**src/rtl/seg7_scan.sv**
```systemverilog
// Multi-digit, time-multiplexed common-anode 7-segment driver with hex or
// decimal (sequential double-dabble) display, dots, zero blanking and overflow.
module seg7_scan #(
  parameter int unsigned DIGITS   = 4,
  parameter int unsigned DATA_W   = 16,
  parameter int unsigned PRESCALE = 50000
) (
  input  logic              clock,
  input  logic              reset,
  input  logic [DATA_W-1:0] dado,
  input  logic              load,
  input  logic              modo,
  input  logic              blank_zeros,
  input  logic [DIGITS-1:0] dots,
  output logic [7:0]        seg,
  output logic [DIGITS-1:0] an,
  output logic              busy,
  output logic              overflow
);

  localparam int unsigned NB = 4 * DIGITS;
  localparam int unsigned PW = (PRESCALE > 1) ? $clog2(PRESCALE) : 1;
  localparam int unsigned IW = (DIGITS > 1) ? $clog2(DIGITS) : 1;
  localparam int unsigned CW = (DATA_W > 1) ? $clog2(DATA_W) : 1;

  typedef enum logic {S_IDLE, S_CONV} state_t;

  state_t            r_state, w_state_next;
  logic [DATA_W-1:0] r_bin;
  logic [NB-1:0]     r_bcd, r_disp, w_adj, w_bcd_shift, w_hex;
  logic [CW-1:0]     r_cnt;
  logic              r_flag, r_ovf;
  logic [PW-1:0]     r_pre;
  logic [IW-1:0]     r_idx;
  logic [7:0]        r_seg, w_seg_next;
  logic [DIGITS-1:0] r_an, w_lz;
  logic [3:0]        w_digit;
  logic              w_accept, w_last, w_shift_out, w_blank;

  function automatic logic [7:0] f_hex7(input logic [3:0] v);
    case (v)
      4'h0: f_hex7 = 8'hC0;  4'h1: f_hex7 = 8'hF9;
      4'h2: f_hex7 = 8'hA4;  4'h3: f_hex7 = 8'hB0;
      4'h4: f_hex7 = 8'h99;  4'h5: f_hex7 = 8'h92;
      4'h6: f_hex7 = 8'h82;  4'h7: f_hex7 = 8'hF8;
      4'h8: f_hex7 = 8'h80;  4'h9: f_hex7 = 8'h90;
      4'hA: f_hex7 = 8'h88;  4'hB: f_hex7 = 8'h83;
      4'hC: f_hex7 = 8'hC6;  4'hD: f_hex7 = 8'hA1;
      4'hE: f_hex7 = 8'h86;  default: f_hex7 = 8'h8E;
    endcase
  endfunction

  generate
    if (DATA_W >= NB) begin : g_trunc
      assign w_hex = dado[NB-1:0];
    end else begin : g_pad
      assign w_hex = {{(NB-DATA_W){1'b0}}, dado};
    end
  endgenerate

  assign w_accept = load && (r_state == S_IDLE);
  assign w_last   = (r_state == S_CONV) && (r_cnt == CW'(DATA_W - 1));

  always_comb begin
    w_state_next = r_state;
    case (r_state)
      S_IDLE: if (load && modo) w_state_next = S_CONV;
      S_CONV: if (w_last) w_state_next = S_IDLE;
      default: w_state_next = S_IDLE;
    endcase
  end

  // Double-dabble step: add 3 to nibbles >= 5, then shift in the binary MSB.
  always_comb begin
    w_adj = '0;
    for (int unsigned k = 0; k < DIGITS; k++) begin
      w_adj[4*k +: 4] = (r_bcd[4*k +: 4] >= 4'd5) ? r_bcd[4*k +: 4] + 4'd3
                                                    : r_bcd[4*k +: 4];
    end
  end

  assign w_bcd_shift = {w_adj[NB-2:0], r_bin[DATA_W-1]};
  assign w_shift_out = w_adj[NB-1];

  always_ff @(posedge clock) begin
    if (reset) begin
      r_state <= S_IDLE;
      r_bin   <= '0;
      r_bcd   <= '0;
      r_cnt   <= '0;
      r_flag  <= 1'b0;
      r_disp  <= '0;
      r_ovf   <= 1'b0;
    end else begin
      r_state <= w_state_next;
      if (w_accept) begin
        if (modo) begin
          r_bin  <= dado;
          r_bcd  <= '0;
          r_flag <= 1'b0;
          r_cnt  <= '0;
        end else begin
          r_disp <= w_hex;
          r_ovf  <= 1'b0;
        end
      end else if (r_state == S_CONV) begin
        r_bin  <= r_bin << 1;
        r_bcd  <= w_bcd_shift;
        r_flag <= r_flag | w_shift_out;
        r_cnt  <= r_cnt + CW'(1);
        if (w_last) begin
          r_disp <= w_bcd_shift;
          r_ovf  <= r_flag | w_shift_out;
        end
      end
    end
  end

  // w_lz[i]: digits i..DIGITS-1 are all zero.
  always_comb begin : lead_zero
    logic        v_zero;
    int unsigned k;
    w_lz   = '0;
    v_zero = 1'b1;
    k      = 0;
    for (int unsigned n = 0; n < DIGITS; n++) begin
      k       = DIGITS - 1 - n;
      v_zero  = v_zero & (r_disp[4*k +: 4] == 4'd0);
      w_lz[k] = v_zero;
    end
  end

  assign w_digit = r_disp[4*r_idx +: 4];
  assign w_blank = blank_zeros && !r_ovf && (r_idx != '0) && w_lz[r_idx];

  always_comb begin
    w_seg_next = f_hex7(w_digit);
    if (r_ovf)        w_seg_next = 8'hBF;
    else if (w_blank) w_seg_next = 8'hFF;
    w_seg_next[7] = ~dots[r_idx];
  end

  always_ff @(posedge clock) begin
    if (reset) begin
      r_pre <= '0;
      r_idx <= '0;
      r_seg <= 8'hFF;
      r_an  <= '1;
    end else begin
      if (r_pre == PW'(PRESCALE - 1)) begin
        r_pre <= '0;
        r_idx <= (r_idx == IW'(DIGITS - 1)) ? '0 : r_idx + IW'(1);
      end else begin
        r_pre <= r_pre + PW'(1);
      end
      r_seg <= w_seg_next;
      r_an  <= ~(DIGITS'(1) << r_idx);
    end
  end

  assign seg      = r_seg;
  assign an       = r_an;
  assign busy     = (r_state == S_CONV);
  assign overflow = r_ovf;

endmodule

```
**config.mk**
```make
export PLATFORM = sky130hd
export DESIGN_NAME = seg7_scan
export DESIGN_NICKNAME = d
export VERILOG_FILES = /design/src/rtl/seg7_scan.sv
export SDC_FILE = /design/constraint.sdc
export NUM_CORES = 1
export LEC_CHECK = 0
export ABC_AREA = 1
export CAP_MARGIN = 30
export CELL_PAD_IN_SITES_DETAIL_PLACEMENT = 0
export CELL_PAD_IN_SITES_GLOBAL_PLACEMENT = 2
export CORE_MARGIN = 8
export CORE_UTILIZATION = 29
export CTS_BUF_LIST = sky130_fd_sc_hd__clkbuf_2 sky130_fd_sc_hd__clkbuf_4 sky130_fd_sc_hd__clkbuf_8
export CTS_CLUSTER_DIAMETER = 40
export DETAILED_ROUTE_END_ITERATION = 7
export PLACE_DENSITY_LB_ADDON = 0.1
export SYNTH_ARGS = -nofsm -noshare
export SYNTH_HDL_FRONTEND = slang
export SYNTH_SLANG_ARGS = --single-unit
```
**constraint.sdc**
```tcl
create_clock -name clock -period 1.5 [get_ports clock]
set_input_delay 0.3 -clock clock [delete_from_list [all_inputs] [get_ports clock]]
set_output_delay 0.3 -clock clock [all_outputs]
set_load 0.1 [all_outputs]
```
# Word level (Yosys, flattened, before mapping)

Memory sizes are Yosys's and may differ from the RTL's.
Cells that the tools add are included.

Output and inout bits: 14
Flip-flop bits (word level): 85
Input port bits: 25
Memories kept: 1
Memory bits (read-only): 112
Logic and storage cells: 91

Magnitude comparators: 5
Add/subtract/negate cells: 7
Muxes and demuxes: 34
Reduce and logical (&&, ||, !) cells: 18
Equality and inequality tests: 5
Bitwise operators: 7
Shift operators: 2

Memories:

| name             | depth | bits a word | read ports | clocked after Yosys merged registers in | wr ports | RTL line | text |
|---|---|---|---|---|---|---|---|
| (name not given) | 16    | 7           | 1          | 0                                       | 0        | 41       | `case (v)` |

Operator list:

| cell                                                                          | number |
|---|---|
| 16-bit two-way mux                                                            | 10 |
| 4-bit two-way mux                                                             | 7 |
| 16-bit by 1-bit adder with 16-bit output (second input constant)              | 1 |
| 4-bit by 2-bit adder with 4-bit output (second input constant)                | 4 |
| 16-bit == test (second input constant)                                        | 1 |
| 4-bit by 3-bit >= comparator with 1-bit output (second input constant)        | 4 |
| 4-bit zero test                                                               | 4 |
| 16-bit by 5-bit variable part select with 4-bit output                        | 1 |
| 7-bit two-way mux                                                             | 2 |
| 1-bit two-way mux                                                             | 11 |
| 1-bit logical AND                                                             | 6 |
| 2-bit nonzero test                                                            | 3 |
| 4-bit by 1-bit adder with 4-bit output (second input constant)                | 1 |
| 1-bit binary-select mux with 2-bit select                                     | 2 |
| 4-bit == test (second input constant)                                         | 1 |
| 2-bit != test (second input constant)                                         | 2 |
| 4-bit inverter                                                                | 1 |
| 1-bit by 2-bit left shift with 4-bit output (first input constant)            | 1 |
| 1-bit bitwise AND                                                             | 3 |
| 2-bit by 3-bit less-than comparator with 1-bit output (second input constant) | 1 |
| 3-bit AND reduction                                                           | 1 |
| 3-bit OR reduction                                                            | 1 |
| 2-bit by 1-bit adder with 2-bit output (second input constant)                | 1 |
| 2-bit == test (second input constant)                                         | 1 |
| other kinds (7)                                                               | 8 |

# Longest topological paths before layout

Gate-level depths: netlist (run 1).

Depth after elaboration: 9
Depth in mapped cells: 13
Gate-level depth less buffers: 12

# Least setup slack after synthesis (run 1)

OpenSTA, ideal clock, no wires.

Path kind: register -> register
Start: register r_state, in the netlist busy
End: register r_disp[10]
Period minus slack after synthesis: 1.984 ns
Setup time: 0.126 ns
Buffers on the path: 3
Required time: 1.374 ns
Stages on the path, launching flop included: 8
Slack: -0.484 ns
Arrival time: 1.858 ns
Cells stage by stage: dfxtp_1 -> buf_6 -> nand2_1 -> and3_1 -> buf_2 -> buf_6 -> o21ai_1 -> a21oi_1

Longest elaborated chain between the ends: 4
Elaborated cells between the ends (all ways): 8
Those cells by class: 1 x eq/ne; 1 x mux; 1 x bitwise; 5 x reduce/logical

Ends and longest elaborated chain:

| element                                                       | RTL line | text |
|---|---|---|
| from (decl)                                                   | 28       | `state_t r_state, w_state_next;` |
| from (signal assigned)                                        | 95       | `r_state <= w_state_next;` |
| 1-bit inverter                                                | 61       | `assign w_accept = load && (r_state == S_IDLE);` |
| 1-bit logical AND                                             | 61       |  |
| 2-bit != test (no line) or 2-bit nonzero test (tied branches) | -        |  |
| 3-bit AND reduction (no line)                                 | -        |  |
| to (signal assigned)                                          | 103      | `r_disp <= w_hex;` |
| to (signal assigned)                                          | 112      | `r_disp <= w_bcd_shift;` |
| to (decl)                                                     | 30       | `logic [NB-1:0] r_bcd, r_disp, w_adj, w_bcd_shift, w_hex;` |

Several ways; a longest one is shown, not always the timed one.
A chain may end at the register's enable or synchronous reset.

# Worst setup path after layout (run 1)

Start: register r_idx[0]
End: register r_seg[6], in the netlist seg[6]

Longest elaborated chain between the ends: 5
Elaborated cells between the ends (all ways): 9
Those cells by class: 1 x shift; 4 x mux; 3 x reduce/logical; 1 x memory

Ends and longest elaborated chain:

| element                                                                   | RTL line | text |
|---|---|---|
| from (decl)                                                               | 34       | `logic [IW-1:0] r_idx;` |
| from (signal assigned)                                                    | 152      | `r_idx <= (r_idx == IW'(DIGITS - 1)) ? '0 : r_idx + IW'(1);` |
| parallel branches: the longest is 3 deep, another holds memory 16 x 7 bit | -        |  |
| 7-bit two-way mux (*)                                                     | 139      | `else if (w_blank) w_seg_next = 8'hFF;` |
| 7-bit two-way mux (*)                                                     | 138      | `if (r_ovf) w_seg_next = 8'hBF;` |
| to (signal assigned)                                                      | 156      | `r_seg <= w_seg_next;` |
| to (decl)                                                                 | 35       | `logic [7:0] r_seg, w_seg_next;` |

Mark *: on every way between the ends. The select of a mux whose other input is x is not followed.

==> reports/metrics.csv, run 1 <==
stage,metric,value,unit
timing,skew final,0.005792,ns
logic_synthesis,top post-synthesis cells by area,"dfxtp_1, nand2_1, a21oi_1",
clock_tree,clk sinks,85,
detailed_routing,routed vias,4226,
timing,endpoints failing hold,0,
power,sw power,0.001849,W
logic_synthesis,Yosys top cell by area,dfxtp_1,
floorplanning,Die Wd,138.6,um
logic_synthesis,largest family of logic cells by synthesized area,simple AND/OR/NAND/NOR gates,
clock_tree,clk buf depth,2,
floorplanning,core area,0.01492,mm^2
power,Flop pwr share,45.1,%
floorplanning,Placement Rows,45,
logic_synthesis,async set-reset flop share out of synthesis,0,%
detailed_routing,drt first pass iters,4,
power,total chip power,0.005678,W
logic_synthesis,syn nets,670,
run_status,status,"complete, no violations",
placement,I/O Buffers,38,
detailed_routing,Iteration-0 DRC Markers,179,
timing,final worst-path cycle share,99.32,%
logic_synthesis,Synth Warn #,0,
logic_synthesis,register area share after synthesis,39.06,%
worst_setup_path,Worst Path Max Fanout,5,
placement,Final Wtd Congestion,0.7932,
timing,RSZ-0062 raised after global routing,true,
clock_tree,worst skew pair latency,0.37,ns
global_routing,initial antenna violation count,0,
logic_synthesis,number of synthesized flops with an enable pin,0,
worst_setup_path,Critical Path AT,1.77,ns
hold_path,Hold Path Class,flip-flop to flip-flop,
detailed_routing,Final Routed Wirelength,12010,um
clock_tree,Num CTS Buffers,9,
logic_synthesis,Synth top cells by count,"nand2_1, dfxtp_1, inv_1",
clock_tree,htree depth,3,
timing,Setup-failing EPs final,0,
global_routing,first-pass GRT wire length,19950,um
logic_synthesis,Post-Synth Adder-Cell Area,5.457,%
finish,Synth-to-Final Area Change,37.05,%
logic_synthesis,Post-synth top flop,dfxtp_1,
placement,post-DP HPWL,8856,um
timing,setup_tns,0,ns
timing,Slew Limit Headroom,79.32,%
power,Max rail drop VDD,385.3,uV
clock_tree,CTS tree,yes,
timing,post-route minimum period,1.490,ns
detailed_routing,drt drc,0,
job,Max-Cap Viols,0,
power,Switching Share,32.57,%
worst_setup_path,Worst setup SP type,flip-flop,
power,PD cells,950.9,mW/mm^2
power,power share of the clock group,29.8,%
finish,share of cells above drive strength 1,22.59,%
logic_synthesis,Post-Synth XOR/XNOR Area,1.005,%
logic_synthesis,Netlist Area Pre-Place,0.004357,mm^2
floorplanning,# IOs,39,
global_routing,largest net degree at the start of global routing,27,
detailed_routing,drt wl/cell,13.28,um
logic_synthesis,Yosys cell types,34,
logic_synthesis,most common cell in the netlist,nand2_1,
finish,ANT cells,0,
global_routing,Total GRT Usage,12.50,%
finish,nets@finish,756,
worst_setup_path,CP endpoint kind,flip-flop,
timing,Peak Freq,0.6712,GHz
timing,Final Max Tran Viols,0,
detailed_routing,Post-DRT Antenna Nets,0,
detailed_routing,Avg Vias per Cell,4.670,
timing,Tightest Pin Transition,0.3090,ns
logic_synthesis,average size of a mapped cell,6.960,um^2
logic_synthesis,complex-gate fraction of the synthesized area,16.89,%
floorplanning,Die ar.,0.01920,mm^2
worst_setup_path,worst setup path category,flip-flop to flip-flop,
power,Int Pwr,0.003828,W
clock_tree,"CTS clk-pin slew, worst paths",0.09,ns
logic_synthesis,"FF+latch count, synth",85,
worst_setup_path,required time of the critical path,1.78,ns
logic_synthesis,Synth Area in Simple Gates,27.20,%
global_routing,vias in the first global route,4038,
logic_synthesis,Yosys top cell area share,39.06,%
clock_tree,Clock Tree Root,clkbuf_8,
power,combinational share of power,25.1,%
floorplanning,Die Ht,138.6,um
floorplanning,initial core utilization,29.20,%
logic_synthesis,Mapped Cells,626,
logic_synthesis,multiplexer share of the synthesized area,0,%
power,leakage power,2.608,nW
global_routing,total grt overflow,0,
power groups by stage:
| stage | sequential (W) | clock (W) | combinational [W] |
|---|---|---|---|
| final | 0.00256 | 0.00169 | 0.00143 |
| after global routing | 0.00258 | 0.00187 | 0.00157 |
| after CTS | 0.00255 | 0.00179 | 0.00136 |
| after detailed placement | 0.00261 | 0 | 0.00132 |
| after global placement | 0.00260 | 0 | 0.00131 |
| after floorplan | 0.00277 | 0 | 0.000632 |
worst paths after layout:
kind,slack [ns],start,cells after the start,to
worst max-delay path,0.01,r_idx[0],12,seg[6]
worst min-delay path,0.47,r_pre[15],2,r_pre[15]
worst max register to register,0.01,r_idx[0],12,seg[6]
worst min register to register,0.47,r_pre[15],2,r_pre[15]
sequential cells by signal, summed over array words and instances, names as in the netlist:
name / cells
r_pre: 16
seg: 8
overflow: 1
r_cnt: 4
r_idx: 2
an: 4
busy: 1
r_flag: 1
r_bcd: 16
r_disp: 16
r_bin: 16
final cells by class:
cell class	instances	area, um^2
Multi-Input combinational cell	435	2430
Inverter	82	312.8
Fill cell	1583	8950
Timing Repair Buffer	99	1072
Sequential cell	85	1722
Clock inverter	6	61.31
Tap cell	188	235.2
Clock buffer	10	137.6
worst max-delay path: stages, from the launching register on:
cell and delay, ns:
dfxtp_4 0.38, buf_6 0.13, nand2_2 0.05, nand2_2 0.06
o21ai_4 0.21, inv_4 0.08, ha_4 0.18, nand3_4 0.07
nand2_2 0.05, nand2_1 0.05, nand2_1 0.05, nand2_1 0.05
nand2_1 0.04
routing by layer:
| metal | up-vias | global-route usage [%] | part of all wire, % |
|---|---|---|---|
| met5 | - | 0 | 0 |
| met4 | 0 | 5.263 | 1.6 |
| met3 | 15 | 2.637 | 3.0 |
| met1 | 1951 | 15.55 | 48 |
| met2 | 57 | 20.46 | 47 |
| li1 | 2203 | - | - |
what timing repair did:
item                                    4_1_cts  5_1_grt
buffers inserted                              9        1
hold endpoints to repair                      0        0
hold buffers                                  0        0
endpoints found under the setup margin        7       44
pin swaps                                     6       12
resized for setup                            18       63
kinds of logic (layout without fill, tap and decap cells):
logic type,count (synthesis),in the layout
flip-flops,85,85
AND/OR/NAND/NOR,275,275
buffers and inverters,106,197
AO/OA/AOI/OAI,136,136
XOR/XNOR,5,5
adder cells (fa/ha/maj),19,19
cell usage in the layout, fill, tap and decap left out, types with 3 or more instances in the layout:
master	count
a21oi_1	57
nand2_2	10
nand3_2	7
buf_12	20
a21oi_2	3
nand3_1	43
buf_4	50
inv_4	3
nor2_4	3
xor2_1	4
clkbuf_8	10
o21ai_0	40
dfxtp_1	73
ha_4	4
nand2_4	4
nand3b_1	3
buf_6	5
o211ai_1	19
inv_1	69
nand4_1	5
nand2_1	137
nor2_2	3
ha_1	13
inv_2	10
clkdlybuf4s50_1	24
nor2_1	44
dfxtp_2	10
nor3_1	7
o21ai_1	12
per-stage QoR:
step / setup WS (ns) / instance area (um^2) / util (%) / hold slack [ns] / instances
final: 0.01016 / 5971 / 40.02 / 0.4713 / 905
after floorplan: -0.01484 / 4373 / - / 0.3785 / 626
after CTS: -0.01123 / 5774 / 38.70 / 0.4758 / 905
after detailed placement: -0.2234 / 5446 / 36.50 / 0.4585 / 880
after global routing: -0.09872 / 5971 / 40.02 / 0.4952 / 905
after global placement: -0.1996 / 5446 / 36.50 / 0.4473 / 880
Power figures use the tool's default switching activity.
==> run 2, diff against run 1 <==
- REMOVE_ABC_BUFFERS: unset -> 1
- clock period: 1.5 -> 1.8 ns (I/O delays scaled with it)
==> run 2 against run 1 <==
  * Clock-buffer cell count increased by 2
  * Total power decreased by 19%
  * Clock power is 15% lower
  * Sequential share of layout area is 2.5 points higher
  * Clock skew shrank 0.00084 ns
  * Hold slack lost 0.014 ns
  * Via count shrank 5.8%
  * Final cell count fell by 3.5%
  * Cell area is 8.9% lower
==> reports/metrics.csv, run 2 (synthesis gave the netlist of run 1 again) <==
stage,metric,value,unit,change
global_routing,largest net degree at the start of global routing,27,,unchanged
finish,highest-count cells in the layout ignoring fill and taps,"nand2_1, dfxtp_1, inv_1",,
floorplanning,Placement Rows,45,,unchanged
finish,final core utilization,36.44,%,-3.6 points
timing,worst hold margin,0.4574,ns,-0.01388 ns
worst_setup_path,required time of the critical path,1.44,ns,-0.34 ns
timing,skew final,0.004953,ns,-0.0008392 ns
floorplanning,# IOs,39,,unchanged
global_routing,first-pass GRT wire length,19090,um,-4.3%
finish,Non-Filler Instances,873,,-3.5%
detailed_routing,Iteration-0 DRC Markers,229,,+28%
timing,final worst-path cycle share,90.58,%,
timing,endpoints failing hold,0,,unchanged
hold_path,Hold Path Class,flip-flop to flip-flop,,
detailed_routing,Final Routed Wirelength,11240,um,-6.4%
timing,Slew Limit Headroom,75.84,%,-3.5 points
timing,RSZ-0062 raised after global routing,false,,
floorplanning,Die Wd,138.6,um,unchanged
clock_tree,worst skew pair latency,0.37,ns,about the same
clock_tree,Clock Tree Root,clkbuf_8,,
floorplanning,Die ar.,0.01920,mm^2,unchanged
worst_setup_path,CP endpoint kind,primary output,,
clock_tree,htree depth,3,,unchanged
floorplanning,Die Ht,138.6,um,unchanged
worst_setup_path,"Largest stage delay, worst path",0.55,ns,+0.17 ns
timing,Tightest Pin Transition,0.3619,ns,+0.05284 ns
power,leakage power,2.392,nW,-8.3%
placement,post-DP HPWL,8410,um,-5.0%
worst_setup_path,Worst Path Max Fanout,6,,+1
global_routing,vias in the first global route,3827,,-5.2%
timing,setup_tns,0,ns,unchanged
floorplanning,initial core utilization,29.20,%,unchanged
finish,ANT cells,0,,unchanged
job,Max-Cap Viols,0,,unchanged
clock_tree,Num CTS Buffers,9,,unchanged
placement,I/O Buffers,38,,unchanged
timing,Setup-failing EPs final,0,,unchanged
global_routing,Total GRT Usage,11.93,%,-0.57 points
placement,pre-CTS setup slack,-0.006157,ns,+0.2172 ns
clock_tree,"CTS clk-pin slew, worst paths",0.09,ns,about the same
clock_tree,clk sinks,85,,unchanged
timing,Peak Freq,0.6133,GHz,
detailed_routing,drt first pass iters,4,,unchanged
worst_setup_path,Worst setup SP type,flip-flop,,
worst_setup_path,buffers plus inverters on the worst setup path,2,,unchanged
worst_setup_path,slowest CP cell,dfxtp_1,,
worst_setup_path,"CP delay by family, top",flip-flops,,
finish,"commonest non-fill, non-tap cell in the layout",nand2_1,,
detailed_routing,drt drc,0,,unchanged
global_routing,total grt overflow,0,,unchanged
finish,share of cells above drive strength 1,11.24,%,-11 points
clock_tree,clk buf depth,2,,unchanged
run_status,status,"complete, no violations",,
finish,nets@finish,724,,-4.2%
power,Max rail drop VDD,328.1,uV,-15%
finish,Synth-to-Final Area Change,24.78,%,
worst_setup_path,worst setup path category,flip-flop to primary output,,
detailed_routing,Avg Vias per Cell,4.562,,-2.3%
timing,worst setup slack after layout,0.1696,ns,+0.1594 ns
power,PD cells,846.8,mW/mm^2,-11%
detailed_routing,drt wl/cell,12.88,um,-3.0%
timing,Final Max Tran Viols,0,,unchanged
floorplanning,core area,0.01492,mm^2,unchanged
clock_tree,number of setup buffers added after CTS,0,,-9
worst_setup_path,Critical Path AT,1.27,ns,-0.50 ns
global_routing,initial antenna violation count,0,,unchanged
timing,post-route minimum period,1.630,ns,
clock_tree,CTS tree,yes,,
detailed_routing,Post-DRT Antenna Nets,0,,unchanged
placement,Final Wtd Congestion,0.7694,,-3.0%
worst_setup_path,critical-path cell list,buf_4 -> buf_12,,
placement,Placed Cells,857,,-2.6%
detailed_routing,routed vias,3983,,-5.8%
run 2: worst reg2reg max path, cell delays in order, from the launching register on:
cell	delay [ns]
dfxtp_1	0.37
buf_4	0.19
nor2_1	0.07
o21ai_2	0.15
inv_1	0.09
ha_1	0.20
nand3_1	0.16
nand2_1	0.07
nand2_1	0.05
nand2_1	0.05
nand2_1	0.05
nand2_1	0.04
run 2: layout make-up:
cell class / count / area (um^2)
Clock buffer: 12 / 152.6
Fill cell: 1581 / 9484
Clock inverter: 4 / 47.55
Inverter: 82 / 307.8
Tap cell: 188 / 235.2
Multi-Input combinational cell: 435 / 2202
Sequential cell: 85 / 1703
Timing Repair Buffer: 67 / 788.3
run 2: per-layer routing:
metal | GRT usage [%] | share of wire, % | vias to the layer above
li1 | - | - | 2141
met1 | 15.83 | 52 | 1779
met2 | 18.17 | 43 | 50
met3 | 2.808 | 3.6 | 13
met4 | 4.805 | 1.4 | 0
met5 | 0 | 0 | -
run 2: stage by stage:
| step | instance area [um^2] | power, W |
|---|---|---|
| 3_5_place_dp | 5235 | 0.003217 |
| 3_3_place_gp | 5235 | 0.003218 |
| 5_1_grt | 5436 | 0.004883 |
| 4_1_cts | 5435 | 0.004678 |
| 2_1_floorplan | 4212 | 0.002788 |
| 6_report | 5436 | 0.004603 |
run 2: path summary, 6_finish.rpt:
path,start,endpoint,depth (start not counted),slack (ns)
setup / recovery,busy,busy,2,0.17
hold / removal,r_pre[0],r_pre[0],1,0.46
setup reg to reg,r_idx[0],seg[6],11,0.19
hold reg to reg,r_pre[0],r_pre[0],1,0.46
run 2: power by group:
| group | internal, W | leakage [nW] | switching, W | total [W] |
|---|---|---|---|---|
| combinational | 0.000411 | 1.59 | 0.000629 | 0.00104 |
| clock | 0.000707 | 0.103 | 0.000728 | 0.00144 |
| sequential | 0.00202 | 0.699 | 0.000110 | 0.00213 |
run 2: timing repair:
action,CTS,global route
hold endpoints to repair,0,0
hold buffers,0,0
setup endpoints to repair,0,7
gates resized for setup,0,1
==> run 3, diff against run 2 <==
- CAP_MARGIN: 30 -> 15
==> results of run 3 <==
No change in the layout: final DEF, timing and power equal those of run 2.
